## config.mk

```make
export PLATFORM = sky130hd
export DESIGN_NAME = jtgng_objdraw_flex_flat
export DESIGN_NICKNAME = d
export VERILOG_FILES = /design/src/rtl/jtgng_objdraw_flex_if.sv /design/src/rtl/jtgng_objdraw_flex.sv /design/src/flat_wrapper.sv
export SDC_FILE = /design/constraint.sdc
export NUM_CORES = 1
export LEC_CHECK = 0
export ABC_AREA = 1
export ABC_CLOCK_PERIOD_IN_PS = 3200
export BUFFER_PORTS_ARGS = -buffer_cell sky130_fd_sc_hd__buf_2
export CORE_UTILIZATION = 35
export CTS_CLUSTER_DIAMETER = 150
export CTS_CLUSTER_SIZE = 24
export DETAILED_ROUTE_END_ITERATION = 6
export SLEW_MARGIN = 20
export SYNTH_ARGS = -nofsm -noshare
export SYNTH_HDL_FRONTEND = slang
export SYNTH_SLANG_ARGS = --single-unit
```

## constraint.sdc

```tcl
create_clock -name clk -period 3.2 [get_ports clk]
set_clock_uncertainty 0.1 [all_clocks]
set_input_delay 0.16 -clock clk [delete_from_list [all_inputs] [get_ports clk]]
set_output_delay 0.16 -clock clk [all_outputs]
set_load 0.1 [all_outputs]
```

## src/rtl/jtgng_objdraw_flex_if.sv

```systemverilog
// rtl/jtgng_objdraw_flex_if.sv - ROM fetch and line buffer write bus of the object drawer
interface jtgng_objdraw_flex_if #(
  parameter int PALW = 4,
  parameter int AW   = 17
);
  logic [AW-1:0]   rom_addr;
  logic            rom_cs;
  logic            rom_ok;
  logic [15:0]     rom_data;
  logic [8:0]      buf_addr;
  logic [PALW+3:0] buf_data;
  logic            buf_we;

  modport master (
    output rom_addr, rom_cs, buf_addr, buf_data, buf_we,
    input  rom_ok, rom_data
  );

  modport slave (
    input  rom_addr, rom_cs, buf_addr, buf_data, buf_we,
    output rom_ok, rom_data
  );
endinterface

```

## src/rtl/jtgng_objdraw_flex.sv

```systemverilog
// rtl/jtgng_objdraw_flex.sv - object line drawer: zone check, row fetch, 4bpp pixel writes
module jtgng_objdraw_flex #(
  parameter int         SIZE    = 16,
  parameter int         CW      = 11,
  parameter int         PALW    = 4,
  parameter int         FLIP_EN = 1,
  parameter logic [3:0] TRANSP  = 4'hf
) (
  input  logic                  clk,
  input  logic                  rst,
  input  logic                  cen,
  input  logic [7:0]            vrender,
  input  logic                  obj_start,
  input  logic [CW-1:0]         obj_code,
  input  logic [PALW-1:0]       obj_pal,
  input  logic [8:0]            obj_x,
  input  logic [7:0]            obj_y,
  input  logic                  obj_hflip,
  input  logic                  obj_vflip,
  output logic                  busy,
  jtgng_objdraw_flex_if.master  mem
);
  localparam int RW = $clog2(SIZE);
  localparam int WW = RW - 2;

  typedef enum logic [1:0] {IDLE, CHECK, FETCH, DRAW} state_t;

  state_t          state, state_nxt;
  logic [CW-1:0]   code;
  logic [PALW-1:0] pal;
  logic [8:0]      xcnt;
  logic [7:0]      ypos;
  logic            hf, vf;
  logic [RW-1:0]   row;
  logic [WW-1:0]   wc;
  logic [1:0]      pix;
  logic [15:0]     dat;
  logic [8:0]      buf_addr_r;
  logic [PALW+3:0] buf_data_r;
  logic            buf_we_r;

  logic [7:0]      dy;
  logic            in_zone;
  logic            last_word;
  logic [WW-1:0]   word;
  logic [1:0]      bit_idx;
  logic [3:0]      p0, p1, p2, p3;
  logic [3:0]      colour;

  assign dy        = vrender - ypos;
  assign in_zone   = dy < 8'(SIZE);
  assign last_word = wc == WW'(SIZE/4 - 1);
  assign word      = hf ? ~wc : wc;
  // Unflipped, the leftmost pixel lives in bit 3 of each plane
  assign bit_idx   = hf ? pix : ~pix;
  assign {p3, p2, p1, p0} = dat;
  assign colour    = {p0[bit_idx], p1[bit_idx], p2[bit_idx], p3[bit_idx]};

  assign busy         = state != IDLE;
  assign mem.rom_cs   = state == FETCH;
  assign mem.rom_addr = {code, row, word};
  assign mem.buf_addr = buf_addr_r;
  assign mem.buf_data = buf_data_r;
  assign mem.buf_we   = buf_we_r;

  always_ff @(posedge clk) begin
    if (rst) state <= IDLE;
    else     state <= state_nxt;
  end

  always_comb begin
    state_nxt = state;
    if (cen) begin
      case (state)
        IDLE:    if (obj_start) state_nxt = CHECK;
        CHECK:   state_nxt = in_zone ? FETCH : IDLE;
        FETCH:   if (mem.rom_ok) state_nxt = DRAW;
        DRAW:    if (pix == 2'd3) state_nxt = last_word ? IDLE : FETCH;
        default: state_nxt = IDLE;
      endcase
    end
  end

  always_ff @(posedge clk) begin
    if (rst) begin
      code       <= '0;
      pal        <= '0;
      xcnt       <= '0;
      ypos       <= '0;
      hf         <= 1'b0;
      vf         <= 1'b0;
      row        <= '0;
      wc         <= '0;
      pix        <= '0;
      dat        <= '0;
      buf_addr_r <= '0;
      buf_data_r <= '0;
      buf_we_r   <= 1'b0;
    end else if (cen) begin
      buf_we_r <= 1'b0;
      case (state)
        IDLE: begin
          if (obj_start) begin
            code <= obj_code;
            pal  <= obj_pal;
            xcnt <= obj_x;
            ypos <= obj_y;
            hf   <= (FLIP_EN != 0) && obj_hflip;
            vf   <= (FLIP_EN != 0) && obj_vflip;
          end
        end
        CHECK: begin
          row <= dy[RW-1:0] ^ {RW{vf}};
          wc  <= '0;
        end
        FETCH: begin
          if (mem.rom_ok) begin
            dat <= mem.rom_data;
            pix <= 2'd0;
          end
        end
        DRAW: begin
          buf_we_r   <= colour != TRANSP;
          buf_addr_r <= xcnt;
          buf_data_r <= {pal, colour};
          xcnt       <= xcnt + 9'd1;
          pix        <= pix + 2'd1;
          if (pix == 2'd3 && !last_word) wc <= wc + WW'(1);
        end
        default: ;
      endcase
    end
  end
endmodule

```

## src/flat_wrapper.sv

```systemverilog
// flat-port wrapper written by rule: the top's interface ports become plain ports
module jtgng_objdraw_flex_flat 
#(
  parameter int         SIZE    = 16,
  parameter int         CW      = 11,
  parameter int         PALW    = 4,
  parameter int         FLIP_EN = 1,
  parameter logic [3:0] TRANSP  = 4'hf
)
  (clk, rst, cen, vrender, obj_start, obj_code, obj_pal, obj_x, obj_y, obj_hflip, obj_vflip, busy, mem_rom_addr, mem_rom_cs, mem_buf_addr, mem_buf_data, mem_buf_we, mem_rom_ok, mem_rom_data);
  jtgng_objdraw_flex_if #(.PALW(PALW), .AW(17)) mem_i ();
  input  logic clk;
  input  logic rst;
  input  logic cen;
  input  logic [7:0] vrender;
  input  logic obj_start;
  input  logic [CW-1:0] obj_code;
  input  logic [PALW-1:0] obj_pal;
  input  logic [8:0] obj_x;
  input  logic [7:0] obj_y;
  input  logic obj_hflip;
  input  logic obj_vflip;
  output logic busy;
  output wire logic [$bits(mem_i.rom_addr)-1:0] mem_rom_addr;
  output wire logic [$bits(mem_i.rom_cs)-1:0] mem_rom_cs;
  output wire logic [$bits(mem_i.buf_addr)-1:0] mem_buf_addr;
  output wire logic [$bits(mem_i.buf_data)-1:0] mem_buf_data;
  output wire logic [$bits(mem_i.buf_we)-1:0] mem_buf_we;
  input wire logic [$bits(mem_i.rom_ok)-1:0] mem_rom_ok;
  input wire logic [$bits(mem_i.rom_data)-1:0] mem_rom_data;
  assign mem_rom_addr = mem_i.rom_addr;
  assign mem_rom_cs = mem_i.rom_cs;
  assign mem_buf_addr = mem_i.buf_addr;
  assign mem_buf_data = mem_i.buf_data;
  assign mem_buf_we = mem_i.buf_we;
  assign mem_i.rom_ok = mem_rom_ok;
  assign mem_i.rom_data = mem_rom_data;
  jtgng_objdraw_flex #(.SIZE(SIZE), .CW(CW), .PALW(PALW), .FLIP_EN(FLIP_EN), .TRANSP(TRANSP)) u_core (.clk(clk), .rst(rst), .cen(cen), .vrender(vrender), .obj_start(obj_start), .obj_code(obj_code), .obj_pal(obj_pal), .obj_x(obj_x), .obj_y(obj_y), .obj_hflip(obj_hflip), .obj_vflip(obj_vflip), .busy(busy), .mem(mem_i));
endmodule
```

# After elaboration in Yosys (flattened, before gate mapping)
# Cells that the tools add are included.
# op_classes
eq_ne	10
n_mux	23
n_reduce_logical	15
addsub	4
magnitude_cmp	2
bitwise_logic	3
# ops
op	count
$mux W2	9
$pmux W9 S2	1
$reduce_and A3 Y1	5
$add A9 B1 Y9 const B	1
$mux W9	1
$bmux W1 S2	4
$eq A2 B2 Y1 const B	4
$lt A8 B5 Y1 const B	1
$pmux W2 S2	2
$pmux W2 S4	1
$reduce_bool A2 Y1	4
$sub A8 B8 Y8	1
$ne A2 B1 Y1 const B	3
$mux W1	5
$add A2 B1 Y2 const B	2
$ne A4 B4 Y1 const B	1
$not A2 Y2	2
$reduce_and A2 Y1	2
$reduce_and A4 Y1	1
$xor A4 B4 Y4	1
$lt A2 B3 Y1 const B	1
$eq A2 B1 Y1 const B	1
$logic_not A2 Y1	1
$ne A2 B2 Y1 const B	1
2 further kinds	2
# totals
regBits	78
input_bits	63

# Logic depth before layout (Yosys ltp)
# depth
depth_word	6
depth_mapped	13

# Least setup slack after synthesis
# Ideal clock, no wire load.
# synth_path
kind	flip-flop to flip-flop
from	reg u_core.state[1]
to	reg u_core.dat[10]
t_arrival_ns	1.979
n_path_buf	1
stages_incl_launch_ff	7
required_time_ns	2.984
setup_time_ns	0.116
period_less_slack_ns	2.195
slack_ns	1.005
path_cell_list	dfxtp_1 > inv_1 > nor2_2 > nand3_2 > clkbuf_1 > o21ai_0 > nor2_1
# synth_via
elab_chain_cells	2
# synth_rtl
item	line_no	source
start, declared	jtgng_objdraw_flex.sv:28	state_t state, state_nxt;
start signal, assigned	jtgng_objdraw_flex.sv:68	else state <= state_nxt;
$eq A2 B2 Y1	-	
via mem_rom_cs	flat_wrapper.sv:25	output wire logic [$bits(mem_i.rom_cs)-1:0] mem_rom_cs;
$reduce_and A3 Y1 (no line)	-	
end signal, assigned	jtgng_objdraw_flex.sv:118	dat <= mem.rom_data;
end, declared	jtgng_objdraw_flex.sv:37	logic [15:0] dat;
# The timed path passes the listed nets, and every way through them passes these cells.
# A chain may end at the register's enable or synchronous reset.

# Worst setup path after layout
# layout_path
from	reg u_core.state[0]
to	reg u_core.xcnt[5]
# layout_via
elab_chain_cells	3
# layout_rtl
item	line_no	source
$eq A2 B2 Y1 / $logic_not A2 Y1 (equally long branches)	jtgng_objdraw_flex.sv:101	case (state)
$reduce_bool A2 Y1 (no line) / $ne A2 B2 Y1 (equally long branches)	-	
$reduce_and A3 Y1 (no line)	-	
end signal, assigned	jtgng_objdraw_flex.sv:106	xcnt <= obj_x;
end signal, assigned	jtgng_objdraw_flex.sv:126	xcnt <= xcnt + 9'd1;
end, declared	jtgng_objdraw_flex.sv:31	logic [8:0] xcnt;
# Parallel ways exist; a longest one is shown, timed or not.

==> flow_summary.json <==
{
  "synth.cell_area_sq_um": 3654,
  "final_area_sq_um": 4872,
  "crit_path_end_kind": "register",
  "detail_route.wirelength_microns": 9517,
  "synth_nets": 585,
  "maxClockFrequency_mhz": 412.9,
  "worst_skew_pair.late_latency_ps": 350,
  "grt_pass1_vias": 3382,
  "fp.dieW_microns": 104.2,
  "post_cts_buffers": 0,
  "postSynthCellCount": 510,
  "detail_route.vias_per_cell": 4.710,
  "tightestPinTransition_ps": 825.5,
  "crit_required_ps": 3350,
  "outcome": "complete, no violations",
  "grt_pass1_wl_microns": 15650,
  "tritoncts": "built",
  "finalSetupViolations": 0,
  "drv.max_cap_violation_count": 0,
  "design_power_total_uw": 2444,
  "placement.io_buffers": 99,
  "via_count": 3655,
  "std_cell_rows": 36,
  "cpMostUsedCell": "nand2_1",
  "clock_path_buffers": 2,
  "antenna_violating_nets_post_route": 0,
  "totalNegativeSetupSlack_ps": 0,
  "number_of_synthesized_register_bits": 78,
  "post-route-period-util": 0.7569,
  "slowest_cell_on_the_critical_path": "dfxtp_1",
  "detail_route.iter0.violations": 95,
  "drt-pass1-iter-count": 4,
  "grt_start_max_net_pins": 39,
  "relSlewSlack": 0.4490,
  "timing.critical_path.from_type": "register",
  "post_synth.cell_area_avg_sq_um": 7.164,
  "r2r_slack_ps": 780,
  "design.final.nets": 713,
  "rsz0062_at_grt": "no",
  "floorplan.die_area_sq_um": 10850,
  "sequential_area_share_after_synthesis": 0.4274,
  "cts-htree-levels": 3,
  "diodes": 0,
  "layout.cells.most_common": "nor2_1",
  "antenna_found_initial": 0,
  "post_cts.resized_instances": 0,
  "critical_path_class": "register to register",
  "layout-drive-gt1-share": 0.2084,
  "core-area_sq_um": 9955,
  "worst_setup_path_startpoint": "u_core.state[0]",
  "post-route-drc-count": 0,
  "layout_min_cycle_time_ps": 2422,
  "weighted_congestion_at_the_end_of_routability_driven_global_placement": 0.8242,
  "starting_density": 0.3670,
  "dp_area_sq_um": 4244,
  "hold-worst-slack_ps": 11.39,
  "cts-buffers-inserted": 9,
  "area_growth_syn_to_layout_pct": 33.36,
  "critical_path_cell_sequence": "nand2_1 > nor2_2 > buf_4 > inv_1 > nand2_1 > o21ai_0 > a221oi_1",
  "grt_overflow": 0,
  "hold_viol": 0,
  "critical_path.reg2reg.startpoint": "u_core.state[0]",
  "critPathMaxFanout": 29,
  "hold_path_class": "input port to register",
  "chipHeight_microns": 104.2,
  "finalMaxSlewViolations": 0,
  "synth_warnings": 0,
  "leakagePower_uw": 0.002292,
  "grt_usage": 0.1774,
  "worst_hold_startpoint": "obj_y[6]",
  "clockRootBuffer": "clkbuf_8",
  "min_delay_worst_endpoint": "u_core.ypos[6]",
  "layout.cells.most_common_list": "nor2_1, buf_2, nand2_1, dfxtp_1, o21ai_0",
  "worst_setup_hold_path_clk_slew_ps": 90,
  "per_cell_routed_wire_length_microns": 12.26,
  "worst_ep_arrival_time_ps": 2570,
  "synth_cell_type_count": 33,
  "ff2ff_path_depth": 7,
  "slowest_delay_ps": 430,
  "clock_sink_count": 78,
  "design.portCount": 100,
  "timing.rr.end": "u_core.xcnt[5]",
  "hold-path-cell-count": 3,
  "power-per-cell-area_nw_per_um2": 501.5,
  "ir_drop_mv": 0.2180,
  "hpwl_microns": 6621
}
==> stage by stage <==
stage          worst slack (ps)  utilization  cells
6_report                  777.8       0.4894    776
5_1_grt                   537.4       0.4894    776
4_1_cts                   767.7       0.4894    776
3_5_place_dp              797.6       0.4263    722
3_3_place_gp              942.4       0.4263    722
2_1_floorplan              1005            -    510
==> metal layers <==
| metal | routed length, microns | up-vias | part of all wire | GRT usage |
|---|---|---|---|---|
| met5 | 0 | - | 0 | 0 |
| met4 | 99 | 0 | 0.010 | 0.05816 |
| met1 | 4649 | 1654 | 0.49 | 0.2269 |
| li1 | - | 1922 | - | - |
| met3 | 322 | 9 | 0.034 | 0.03195 |
| met2 | 4445 | 70 | 0.47 | 0.3005 |
==> area by class of cell <==
type,count,area (sq um)
clock buffers,11,141.4
clock inverters,5,106.4
well taps,133,166.4
multi-input cells,366,1824
repair buffers,140,910.9
flip-flops and latches,78,1562
fillers,998,5082
inverters,43,161.4
==> flip-flops by register name (all words and copies together) (netlist names), 2 cells and up <==
signal               flops
u_core.dat              16
u_core.code             11
u_core.mem.buf_addr      9
u_core.xcnt              9
u_core.mem.buf_data      8
u_core.ypos              8
u_core.pal               4
u_core.row               4
u_core.pix               2
u_core.state             2
u_core.wc                2
==> worst max-delay path by stage <==
stage	slack, ps	endpoint	cells past startpoint
after detailed placement	800	u_core.xcnt[5]	7
after global routing	540	u_core.xcnt[5]	7
after floorplan	1010	u_core.dat[10]	6
final	780	u_core.xcnt[5]	7
after global placement	940	u_core.xcnt[5]	7
after CTS	770	u_core.xcnt[5]	7
==> critical path: cells and delay by family, from the launching register on <==
kind	cells	cell delay (ps)
AO/OA/AOI/OAI	2	420
buffers and inverters	2	580
flip-flops	1	430
AND/OR/NAND/NOR	3	820
==> cell usage after synthesis (all sizes together) <==
| cell | count | area share |
|---|---|---|
| nand3 | 27 | 0.040 |
| dfxtp | 78 | 0.43 |
| nor2 | 106 | 0.11 |
| ha | 11 | 0.038 |
| a31oi | 3 | 0.0051 |
| o221a | 1 | 0.0031 |
| a21oi | 36 | 0.049 |
| a221oi | 1 | 0.0024 |
| o31ai | 1 | 0.0021 |
| nand4 | 4 | 0.0068 |
| xor2 | 5 | 0.012 |
| xnor2 | 6 | 0.014 |
| o211ai | 6 | 0.014 |
| o21ai | 68 | 0.093 |
| a211oi | 2 | 0.0041 |
| buf | 11 | 0.017 |
| nand2 | 82 | 0.086 |
| nor3 | 1 | 0.0014 |
| nand3b | 1 | 0.0021 |
| inv | 43 | 0.044 |
| clkbuf | 12 | 0.012 |
| fa | 1 | 0.0055 |
| or2 | 4 | 0.0069 |
==> kinds of logic after synthesis <==
family,Yosys count,synth area share
AOI/OAI and AO/OA,118,0.1729
buffers and inverters,66,0.07397
adders and majority gates,12,0.04315
xor gates and xnor gates,11,0.02637
DFF,78,0.4274
and+or+nand+nor,225,0.2562
==> what timing repair did <==
action,in CTS,in global routing
endpoints found under the hold margin,38,0
endpoints found under the setup margin,0,0
hold buffers,38,0
==> power by group <==
part / total (uW) / internal [uW] / leakage [uW] / switching [uW]
sequential: 1050 / 1010 / 0.000635 / 32.3
combinational: 483 / 159 / 0.00154 / 324
clock: 914 / 542 / 0.000120 / 373
total: 2440 / 1710 / 0.00229 / 729
Note: power is estimated with default switching activity, not from simulation.
